<file path="src/rtl/alu_pipe.sv">
// rtl/alu_pipe.sv - handshaked execute-stage ALU with optional iterative multiplier
//
// Accepts one operation per cycle on a valid/ready input channel. Each result
// goes into a one-entry output register, which is drained over a valid/ready
// output channel.
// Optional feature macro: ALU_MUL_EN compiles in the shift-add multiplier (op 14).
// Without ALU_MUL_EN, op 14 is an illegal opcode.
//
// Ports:
//   clk, rst_n          clock, asynchronous active-low reset
//   in_valid, in_ready  input handshake (in_ready is combinational)
//   op, op1, op2        opcode and operands, sampled on the accept edge only
//   out_valid, out_ready output handshake
//   res                 result
//   carry, ovf, z, err  ADD carry / SUB borrow, signed overflow, zero, illegal op
//   busy                multiplier iterating or waiting for the output slot
module alu_pipe #(
  parameter int W   = 32,
  parameter int SHW = $clog2(W)
) (
  input  logic         clk,
  input  logic         rst_n,
  input  logic         in_valid,
  output logic         in_ready,
  input  logic [3:0]   op,
  input  logic [W-1:0] op1,
  input  logic [W-1:0] op2,
  output logic         out_valid,
  input  logic         out_ready,
  output logic [W-1:0] res,
  output logic         carry,
  output logic         ovf,
  output logic         z,
  output logic         err,
  output logic         busy
);

  localparam logic [3:0] OP_ADD  = 4'd1;
  localparam logic [3:0] OP_SUB  = 4'd2;
  localparam logic [3:0] OP_AND  = 4'd3;
  localparam logic [3:0] OP_OR   = 4'd4;
  localparam logic [3:0] OP_XOR  = 4'd5;
  localparam logic [3:0] OP_SLL  = 4'd6;
  localparam logic [3:0] OP_SRL  = 4'd7;
  localparam logic [3:0] OP_SRA  = 4'd8;
  localparam logic [3:0] OP_SEQ  = 4'd9;
  localparam logic [3:0] OP_SNE  = 4'd10;
  localparam logic [3:0] OP_SLT  = 4'd11;
  localparam logic [3:0] OP_SLE  = 4'd12;
  localparam logic [3:0] OP_SLTU = 4'd13;
`ifdef ALU_MUL_EN
  localparam logic [3:0] OP_MUL  = 4'd14;
`endif

  // The slot is free if it is empty or if it is drained on this edge.
  logic slot_free;
  logic accept;
  logic single_ld;
  logic mul_ld;
  logic [W-1:0] mul_res;

  assign slot_free = !out_valid || out_ready;
  assign accept    = in_valid && in_ready;

  // ---------------------------------------------------------------------------
  // Single-cycle datapath
  // ---------------------------------------------------------------------------
  logic [W:0]     sum;
  logic [W:0]     diff;
  logic [SHW-1:0] shamt;
  logic [W-1:0]   c_res;
  logic           c_carry;
  logic           c_ovf;
  logic           c_err;

  assign sum   = {1'b0, op1} + {1'b0, op2};
  // The borrow is taken from bit W of the zero-extended difference.
  assign diff  = {1'b0, op1} - {1'b0, op2};
  assign shamt = op2[SHW-1:0];

  always_comb begin
    c_res   = '0;
    c_carry = 1'b0;
    c_ovf   = 1'b0;
    c_err   = 1'b0;
    case (op)
      OP_ADD: begin
        c_res   = sum[W-1:0];
        c_carry = sum[W];
        c_ovf   = (op1[W-1] == op2[W-1]) && (sum[W-1] != op1[W-1]);
      end
      OP_SUB: begin
        c_res   = diff[W-1:0];
        c_carry = diff[W];
        c_ovf   = (op1[W-1] != op2[W-1]) && (diff[W-1] != op1[W-1]);
      end
      OP_AND:  c_res = op1 & op2;
      OP_OR:   c_res = op1 | op2;
      OP_XOR:  c_res = op1 ^ op2;
      OP_SLL:  c_res = op1 << shamt;
      OP_SRL:  c_res = op1 >> shamt;
      OP_SRA:  c_res = W'($signed(op1) >>> shamt);
      OP_SEQ:  c_res = {{(W-1){1'b0}}, (op1 == op2)};
      OP_SNE:  c_res = {{(W-1){1'b0}}, (op1 != op2)};
      OP_SLT:  c_res = {{(W-1){1'b0}}, ($signed(op1) <  $signed(op2))};
      OP_SLE:  c_res = {{(W-1){1'b0}}, ($signed(op1) <= $signed(op2))};
      OP_SLTU: c_res = {{(W-1){1'b0}}, (op1 < op2)};
      // Opcodes 0 and 15 are illegal. Op 14 is illegal when the multiplier is
      // absent. When the multiplier is present, op 14 never loads through this path.
      default: c_err = 1'b1;
    endcase
  end

`ifdef ALU_MUL_EN
  // ---------------------------------------------------------------------------
  // Iterative shift-add multiplier
  // ---------------------------------------------------------------------------
  typedef enum logic [1:0] {
    S_IDLE = 2'd0,
    S_MUL  = 2'd1,
    S_WAIT = 2'd2
  } state_t;

  localparam logic [SHW:0] CNT_LAST = (SHW+1)'(W - 1);

  state_t       state;
  state_t       state_nx;
  logic [SHW:0] cnt;
  logic [W-1:0] mcand;
  logic [W-1:0] mplier;
  logic [W-1:0] acc;
  logic [W-1:0] acc_step;
  logic         last_iter;

  assign acc_step  = acc + (mplier[0] ? mcand : '0);
  // The final iteration and the result load share one edge. This puts
  // out_valid up right after edge W, counting from the accept edge 0.
  assign last_iter = (cnt == CNT_LAST);
  assign mul_res   = (state == S_MUL) ? acc_step : acc;
  assign in_ready  = (state == S_IDLE) && slot_free;
  assign busy      = (state != S_IDLE);
  assign single_ld = accept && (op != OP_MUL);

  always_ff @(posedge clk or negedge rst_n) begin
    if (!rst_n) begin
      state <= S_IDLE;
    end else begin
      state <= state_nx;
    end
  end

  always_comb begin
    state_nx = state;
    mul_ld   = 1'b0;
    case (state)
      S_IDLE: begin
        if (accept && (op == OP_MUL)) state_nx = S_MUL;
      end
      S_MUL: begin
        if (last_iter) begin
          if (slot_free) begin
            state_nx = S_IDLE;
            mul_ld   = 1'b1;
          end else begin
            state_nx = S_WAIT;
          end
        end
      end
      S_WAIT: begin
        if (slot_free) begin
          state_nx = S_IDLE;
          mul_ld   = 1'b1;
        end
      end
      default: state_nx = S_IDLE;
    endcase
  end

  always_ff @(posedge clk or negedge rst_n) begin
    if (!rst_n) begin
      cnt    <= '0;
      mcand  <= '0;
      mplier <= '0;
      acc    <= '0;
    end else if (state == S_IDLE) begin
      if (accept && (op == OP_MUL)) begin
        cnt    <= '0;
        mcand  <= op1;
        mplier <= op2;
        acc    <= '0;
      end
    end else if (state == S_MUL) begin
      // On the last iteration acc keeps the final product, which S_WAIT needs
      // if the slot turns out to be occupied.
      acc    <= acc_step;
      mcand  <= mcand << 1;
      mplier <= mplier >> 1;
      cnt    <= cnt + (SHW+1)'(1);
    end
  end
`else
  assign mul_ld    = 1'b0;
  assign mul_res   = '0;
  assign in_ready  = slot_free;
  assign busy      = 1'b0;
  assign single_ld = accept;
`endif

  // ---------------------------------------------------------------------------
  // One-entry output register. A load on the same edge as a consume
  // overwrites the slot, and out_valid stays high.
  // ---------------------------------------------------------------------------
  always_ff @(posedge clk or negedge rst_n) begin
    if (!rst_n) begin
      out_valid <= 1'b0;
      res       <= '0;
      carry     <= 1'b0;
      ovf       <= 1'b0;
      z         <= 1'b0;
      err       <= 1'b0;
    end else if (mul_ld) begin
      out_valid <= 1'b1;
      res       <= mul_res;
      carry     <= 1'b0;
      ovf       <= 1'b0;
      z         <= (mul_res == '0);
      err       <= 1'b0;
    end else if (single_ld) begin
      out_valid <= 1'b1;
      res       <= c_res;
      carry     <= c_carry;
      ovf       <= c_ovf;
      z         <= (c_res == '0);
      err       <= c_err;
    end else if (out_ready) begin
      out_valid <= 1'b0;
    end
  end

endmodule

</file>
<file path="config.mk">
export PLATFORM = sky130hd
export DESIGN_NAME = alu_pipe
export DESIGN_NICKNAME = d
export VERILOG_FILES = /design/src/rtl/alu_pipe.sv
export SDC_FILE = /design/constraint.sdc
export NUM_CORES = 1
export LEC_CHECK = 0
export ABC_AREA = 1
export CAP_MARGIN = 5
export CORE_MARGIN = 1
export CORE_UTILIZATION = 44
export DETAILED_ROUTE_END_ITERATION = 10
export PLACE_DENSITY_LB_ADDON = 0.1
export SLEW_MARGIN = 15
export SYNTH_ARGS = -nofsm -noshare
export SYNTH_HDL_FRONTEND = slang
export SYNTH_SLANG_ARGS = --single-unit
</file>
<file path="constraint.sdc">
create_clock -name clk -period 1.3 [get_ports clk]
set_input_delay 0.195 -clock clk [delete_from_list [all_inputs] [get_ports clk]]
set_output_delay 0.195 -clock clk [all_outputs]
set_load 0.01 [all_outputs]
</file>
==> impl_summary.md, run 1 <==
Logic synthesis
For this run, the leading register cell type out of synthesis is sky130_fd_sc_hd__dfrtp_1. The post-synthesis average cell area is 5.11 um2. When the netlist entered floorplanning its net count stood at 2466. The share of the Yosys chip area taken by registers is 0.0789.

The synthesized netlist occupies a cell area of 11700 um2. The synthesized design contains 37 register bits. The cell count after synthesis came out at 2295. The number of enable-type register cells in the synthesized netlist is 0. The total number of yosys warnings is 0. In this run, distinct cell masters in the synthesized netlist total 49. In the synthesized netlist the async set-or-reset flop fraction comes to 1.00.

Place
Routability-driven placement finished with a final weighted congestion of 1.17. The HPWL after detailed placement is 56200 um. Input and output buffers added on the ports amount to 109.

Outcome
The last stage reached is global routing. The tool reported: "[ERROR GRT-0116] Global routing finished with congestion. Check the congestion regions in the DRC Viewer". The run stopped with a tool error.

Floorplanning
The top-level I/O count is 111. For this configuration, the core starts out at a cell density of 0.449. Measured along the x axis, the die boundary spans 165 um.

The floorplan row count is 59. The die is 165 um tall.

Global route
For this run, the total global-route usage over all layers was measured as 0.626. The number of global-route vias before repair is 21300. The global-route congestion overflow total is 7. The first global-routing pass estimated 126000 um of wire. Entering global routing, the biggest net connects 40 pins.

Clocking
The maximum count of clock buffers along a single path is 2. CTS saw 37 sinks. The cell at the root of the clock tree is sky130_fd_sc_hd__clkbuf_16. CTS built an H-tree with a depth of 2.

The number of buffers inserted during clock tree synthesis is 5.
routing by layer:
layer / track usage / GRT overflow
met1: 0.678 / 0
met2: 0.847 / 4
met3: 0.378 / 0
met4: 0.532 / 3
met5: 0.0890 / 0
cell usage after synthesis (all sizes together), types with 2 or more instances:
cell type	n	share of area
a211oi	2	0.0013
a21oi	106	0.046
a221oi	5	0.0053
a31oi	7	0.0037
and2	4	0.0021
and3	3	0.0016
buf	90	0.044
clkbuf	15	0.0048
clkinv	2	0.00064
dfrtp	37	0.079
fa	2	0.0034
ha	97	0.10
inv	270	0.087
nand2	798	0.26
nand3	420	0.18
nand3b	6	0.0038
nand4	22	0.012
nor2	260	0.088
nor3	19	0.0090
nor4	2	0.0011
o2111ai	5	0.0037
o211ai	7	0.0045
o21a	2	0.0013
o21ai	84	0.036
o21bai	6	0.0038
o22ai	15	0.0080
or2	3	0.0016
cells by family after synthesis:
family / after synthesis / share of synthesized area
xor gates and xnor gates: 1 / 0.000747
and+or+nand+nor: 1538 / 0.561
buffers and inverters: 377 / 0.137
adders and majority gates: 99 / 0.107
AOI/OAI and AO/OA: 242 / 0.116
other: 1 / 0.000320
DFF: 37 / 0.0789
what timing repair did:
item,in CTS
buffers inserted,106
resized for setup,1234
hold buffers,1
pin swaps,271
hold endpoints to repair,37
setup endpoints to repair,74
gates cloned,1
through the flow:
stage	cells	setup WS [ps]	util	TNS (ps)	cell area, um2
2_1_floorplan	2295	-952	-	-21520	12000
3_3_place_gp	3260	-2040	0.674	-57960	17600
3_5_place_dp	3260	-2080	0.674	-59150	17600
4_1_cts	3362	-939	0.825	-22390	21600
==> inputs of run 2 (changes only) <==
--- a/config.mk
+++ b/config.mk
@@ -8,9 +8,9 @@
 export ABC_AREA = 1
 export CAP_MARGIN = 5
 export CORE_MARGIN = 1
-export CORE_UTILIZATION = 44
+export CORE_UTILIZATION = 29
 export DETAILED_ROUTE_END_ITERATION = 10
-export PLACE_DENSITY_LB_ADDON = 0.1
+export PLACE_DENSITY_LB_ADDON = 0.15
 export SLEW_MARGIN = 15
 export SYNTH_ARGS = -nofsm -noshare
 export SYNTH_HDL_FRONTEND = slang
==> run 2 against run 1 <==
The flow now finishes, with violations (setup timing). Area after synthesis unchanged. Synthesized cell count unchanged.
==> impl_summary.md, run 2 <==
Outcome
The flow ran to the end, but the final reports show violations. The final reports fail on setup timing.

Floorplanning
In this run the core area contains 73 standard-cell rows. The die covers 41300 um2. The die boundary width is 203 um. The total core area is 39800 um2. The initial standard-cell utilization of the core is 0.295. In this run the vertical extent of the chip is 203 um. Pin placement for this block handled 111 I/O pins.

Place
The detailed-placement wirelength estimate is 62400 um. The placer congestion estimate is 1.07. The placed standard-cell area is 17800 um2. The cell total after placement is 3436. The number of port buffers is 109.

Clocking
The maximum count of clock buffers along a single path is 2. The cell at the root of the clock tree is sky130_fd_sc_hd__clkbuf_16. The sink count of the clock tree is 37.

Clock-pin slew was measured on the worst setup and hold paths at 60 ps. Clock tree synthesis inserted a total of 5 buffers. The latest clock arrival within the worst-skew pair is 290 ps. The H-tree depth is 2. TritonCTS built the clock tree.

Logic synthesis
The fraction of post-synthesis cell area in the top cell type by area is 0.250. The main combinational cell family by area after synthesis is simple AND/OR/NAND/NOR gates. The share of the yosys chip area belonging to registers is 0.0789. The mapped netlist covers 11700 um2.

Ranked by total cell area, the synthesized netlist is headed by sky130_fd_sc_hd__nand2_1 25%, sky130_fd_sc_hd__nand3_1 18%, sky130_fd_sc_hd__ha_1 10%. The synthesized netlist contains 49 unique library cells. The library cell with the largest summed area after synthesis is sky130_fd_sc_hd__nand2_1. Of the total synthesized cell area, the portion taken by full adders, half adders and majority gates is 0.107. The most instantiated library cell after synthesis is sky130_fd_sc_hd__nand2_1. Counting flops with a built-in enable in the synthesized netlist gives 0. After synthesis, the share of flip-flops with an asynchronous set or reset is 1.00. The xor and xnor fraction of the mapped netlist area is 0.000747.

Measured against the total synthesized area, the mux share comes to 0. The post-synthesis compound-gate area fraction came to 0.116. Yosys printed 0 warnings. Of the total synthesized cell area, the portion taken by AND, OR, NAND and NOR gates is 0.561.

When the netlist entered floorplanning its net count stood at 2466. The synthesized netlist cell count is 2295. After synthesis, the most frequently instantiated cells are 782 x sky130_fd_sc_hd__nand2_1, 415 x sky130_fd_sc_hd__nand3_1, 253 x sky130_fd_sc_hd__inv_1, 238 x sky130_fd_sc_hd__nor2_1, 105 x sky130_fd_sc_hd__a21oi_1. The post-synthesis average cell area is 5.11 um2.

The register bit total from synthesis is 37. The most instantiated flip-flop cell in the synthesis netlist is sky130_fd_sc_hd__dfrtp_1.

Timing
Dividing the final minimum period by the clock period gives 1.81. At the pin with the least slew margin, the transition time is 599 ps. For the final database, setup skew stands at 3.45 ps. The relative slew slack is 0.599. The number of endpoints with negative hold slack in the final report is 0.

The worst hold slack after final layout is 476 ps. The post-route minimum period is 2350 ps. The post-route worst setup slack is -1050 ps. Setup repair after global routing could not meet its margin everywhere. The max-slew violation count is 0. Setup violations remaining at the end of the flow were counted as 35.

The maximum clock frequency is 0.425 GHz.

Min path
The worst hold path belongs to the class register to register. The worst hold path passes through 2 cells.

Power
IR analysis of the VDD net gives a maximum drop of 480 uV. The leakage power is 0.0117 uW. Overall power consumption after layout is estimated at 13100 uW. Power spread over the standard cell area amounts to 575 nW/um2.

Layout
Leaving out fill and tap cells, the most frequent cell in the layout is sky130_fd_sc_hd__buf_4. The final standard cell area without fillers is 22700 um2. The fraction of layout instances using a drive strength above 1 is 0.513. Relative to the synthesized area, the layout overhead comes to 93.7%.

After filler insertion, the fill cell instance count of the layout stands at 4058. The flip-flop count of the largest register after layout is 32. The final layout contains 3204 nets. The register ranked first by flip-flop count is res. The number of antenna repair diodes is 0. The final cell count without fillers is 3559. The library cells used most frequently in the layout, excluding fill and tap cells, are 604 x sky130_fd_sc_hd__buf_4, 571 x sky130_fd_sc_hd__nand2_1, 321 x sky130_fd_sc_hd__nand3_1, 162 x sky130_fd_sc_hd__nand2_2, 150 x sky130_fd_sc_hd__inv_1. At the end of the flow the core is filled with cells to 0.571.

Run
Across the run, the number of max-cap violations was 0.

Setup path
The worst register-to-register path has a depth of 9. The startpoint identified for the worst register-to-register timing path is out_valid$_DFFE_PN0P_. The source of the critical timing path is op2[0].

STA classifies the critical path endpoint as a register. The endpoint arrival time on the critical path is 2580 ps. Along the worst path, the maximum fanout reaches 5.

The capturing instance or port of the critical path is z$_DFFE_PN0P_. The end of the worst register-to-register path is z$_DFFE_PN0P_. For flop-to-flop paths, the worst setup slack is -110 ps.

Data on the critical path is required at its endpoint by 1520 ps. The sort of element at the start of the critical path is an input pin. The critical path is of the input pin to register type.

Global route
The first global-routing pass estimated 113000 um of wire. The number of global-route vias before repair is 18600. The overall fraction of global-route tracks in use is 0.368. The initial antenna violation count was 0. Entering global routing, the biggest net connects 57 pins.

The total overflow left after global routing is 0.

Route
In the routed design, unresolved DRC markers number 0. The first routing iteration left 1607 violations. Dividing the detail-routed wire length by the instance count gives 21.9 um. The number of routed nets with antenna violations is 0. Summed over all layers, the routed wires come to 78100 um. The via count of the routed design is 19000. The first-pass iteration count of the detailed router is 6. Dividing the detail-routed via count by the number of cells gives 5.33.
-- run 2: cell counts after synthesis --
No cell type changed its count.
-- run 2: cell type report --
class	count	area, um2	share of cell area
Multi-Input combinational cell	1881	12600	0.556
Timing Repair Buffer	835	7170	0.315
Inverter	272	1140	0.0503
Sequential cell	37	926	0.0407
Tap cell	525	657	0.0289
Clock buffer	5	125	0.00551
Clock inverter	3	65.1	0.00286
Timing Repair inverter	1	11.3	0.000496
-- run 2: cell families (layout without fill, tap and decap cells) --
logic type / after synthesis / in the layout
AOI/OAI and AO/OA: 242 / 242
adders and majority gates: 99 / 99
buffers and inverters: 377 / 1116
DFF: 37 / 37
xor gates and xnor gates: 1 / 1
other: 1 / 1
and+or+nand+nor: 1538 / 1538
-- run 2: timing repair --
item / 4_1_cts / 5_1_grt
setup buffers: 96 / 26
hold buffers: 1 / 0
setup endpoints to repair: 74 / 37
resized for setup: 1102 / 302
endpoints found under the hold margin: 37 / 0
cloned: 2 / 3
pin swaps: 245 / 128
-- run 2: worst min path at each step --
stage,start,to,slack (ps)
global placement,rst_n,res[12]$_DFFE_PN0P_,270
CTS,err$_DFFE_PN0P_,err$_DFFE_PN0P_,480
finish,res[12]$_DFFE_PN0P_,res[12]$_DFFE_PN0P_,480
detailed placement,rst_n,res[12]$_DFFE_PN0P_,270
global route,res[5]$_DFFE_PN0P_,res[5]$_DFFE_PN0P_,500
floorplan,rst_n,carry$_DFFE_PN0P_,-100
-- run 2: power breakdown --
group | switching (uW) | internal (uW)
clock network | 487 | 1100
logic | 5650 | 4410
registers | 97.9 | 1330
total | 6240 | 6830
-- run 2: metrics by stage --
stage / setup slack, ps / setup TNS (ps)
3_5_place_dp: -2200 / -61720
2_1_floorplan: -952 / -21520
5_1_grt: -1130 / -28140
6_report: -1050 / -25420
3_3_place_gp: -2250 / -61750
4_1_cts: -1110 / -26120
-- run 2: worst max-delay path, cell delays in order --
cell,delay (ps)
sky130_fd_sc_hd__buf_12,110
sky130_fd_sc_hd__buf_4,130
sky130_fd_sc_hd__ha_4,160
sky130_fd_sc_hd__fa_2,360
sky130_fd_sc_hd__nand2_2,80
sky130_fd_sc_hd__nand3_2,80
sky130_fd_sc_hd__and2_4,160
sky130_fd_sc_hd__nand2_4,70
sky130_fd_sc_hd__nand2_4,70
sky130_fd_sc_hd__nand2_4,90
sky130_fd_sc_hd__nand2_8,90
sky130_fd_sc_hd__nand2_4,90
sky130_fd_sc_hd__nand2_1,50
sky130_fd_sc_hd__nand2_1,100
sky130_fd_sc_hd__nor2_4,70
sky130_fd_sc_hd__nor2_4,130
sky130_fd_sc_hd__nand2_1,80
sky130_fd_sc_hd__nor2_1,130
sky130_fd_sc_hd__nand3_2,100
sky130_fd_sc_hd__nor2_1,100
sky130_fd_sc_hd__nand2_1,50
sky130_fd_sc_hd__nand2_1,60
-- run 2: metal layers --
metal | wire (um) | GRT usage | part of all wire
met5 | 0 | 0 | 0
met4 | 3420 | 0.108 | 0.044
met3 | 5500 | 0.0353 | 0.070
met2 | 35500 | 0.617 | 0.45
met1 | 33600 | 0.495 | 0.43
(Power assumes the default switching activity.)
==> inputs of run 3 (changes only) <==
--- a/config.mk
+++ b/config.mk
@@ -11,7 +11,7 @@
 export CORE_UTILIZATION = 29
 export DETAILED_ROUTE_END_ITERATION = 10
 export PLACE_DENSITY_LB_ADDON = 0.15
-export SLEW_MARGIN = 15
+export SLEW_MARGIN = 20
 export SYNTH_ARGS = -nofsm -noshare
 export SYNTH_HDL_FRONTEND = slang
 export SYNTH_SLANG_ARGS = --single-unit
==> results of run 3 <==
The final DEF is identical to that of run 2; final timing and power are the same.
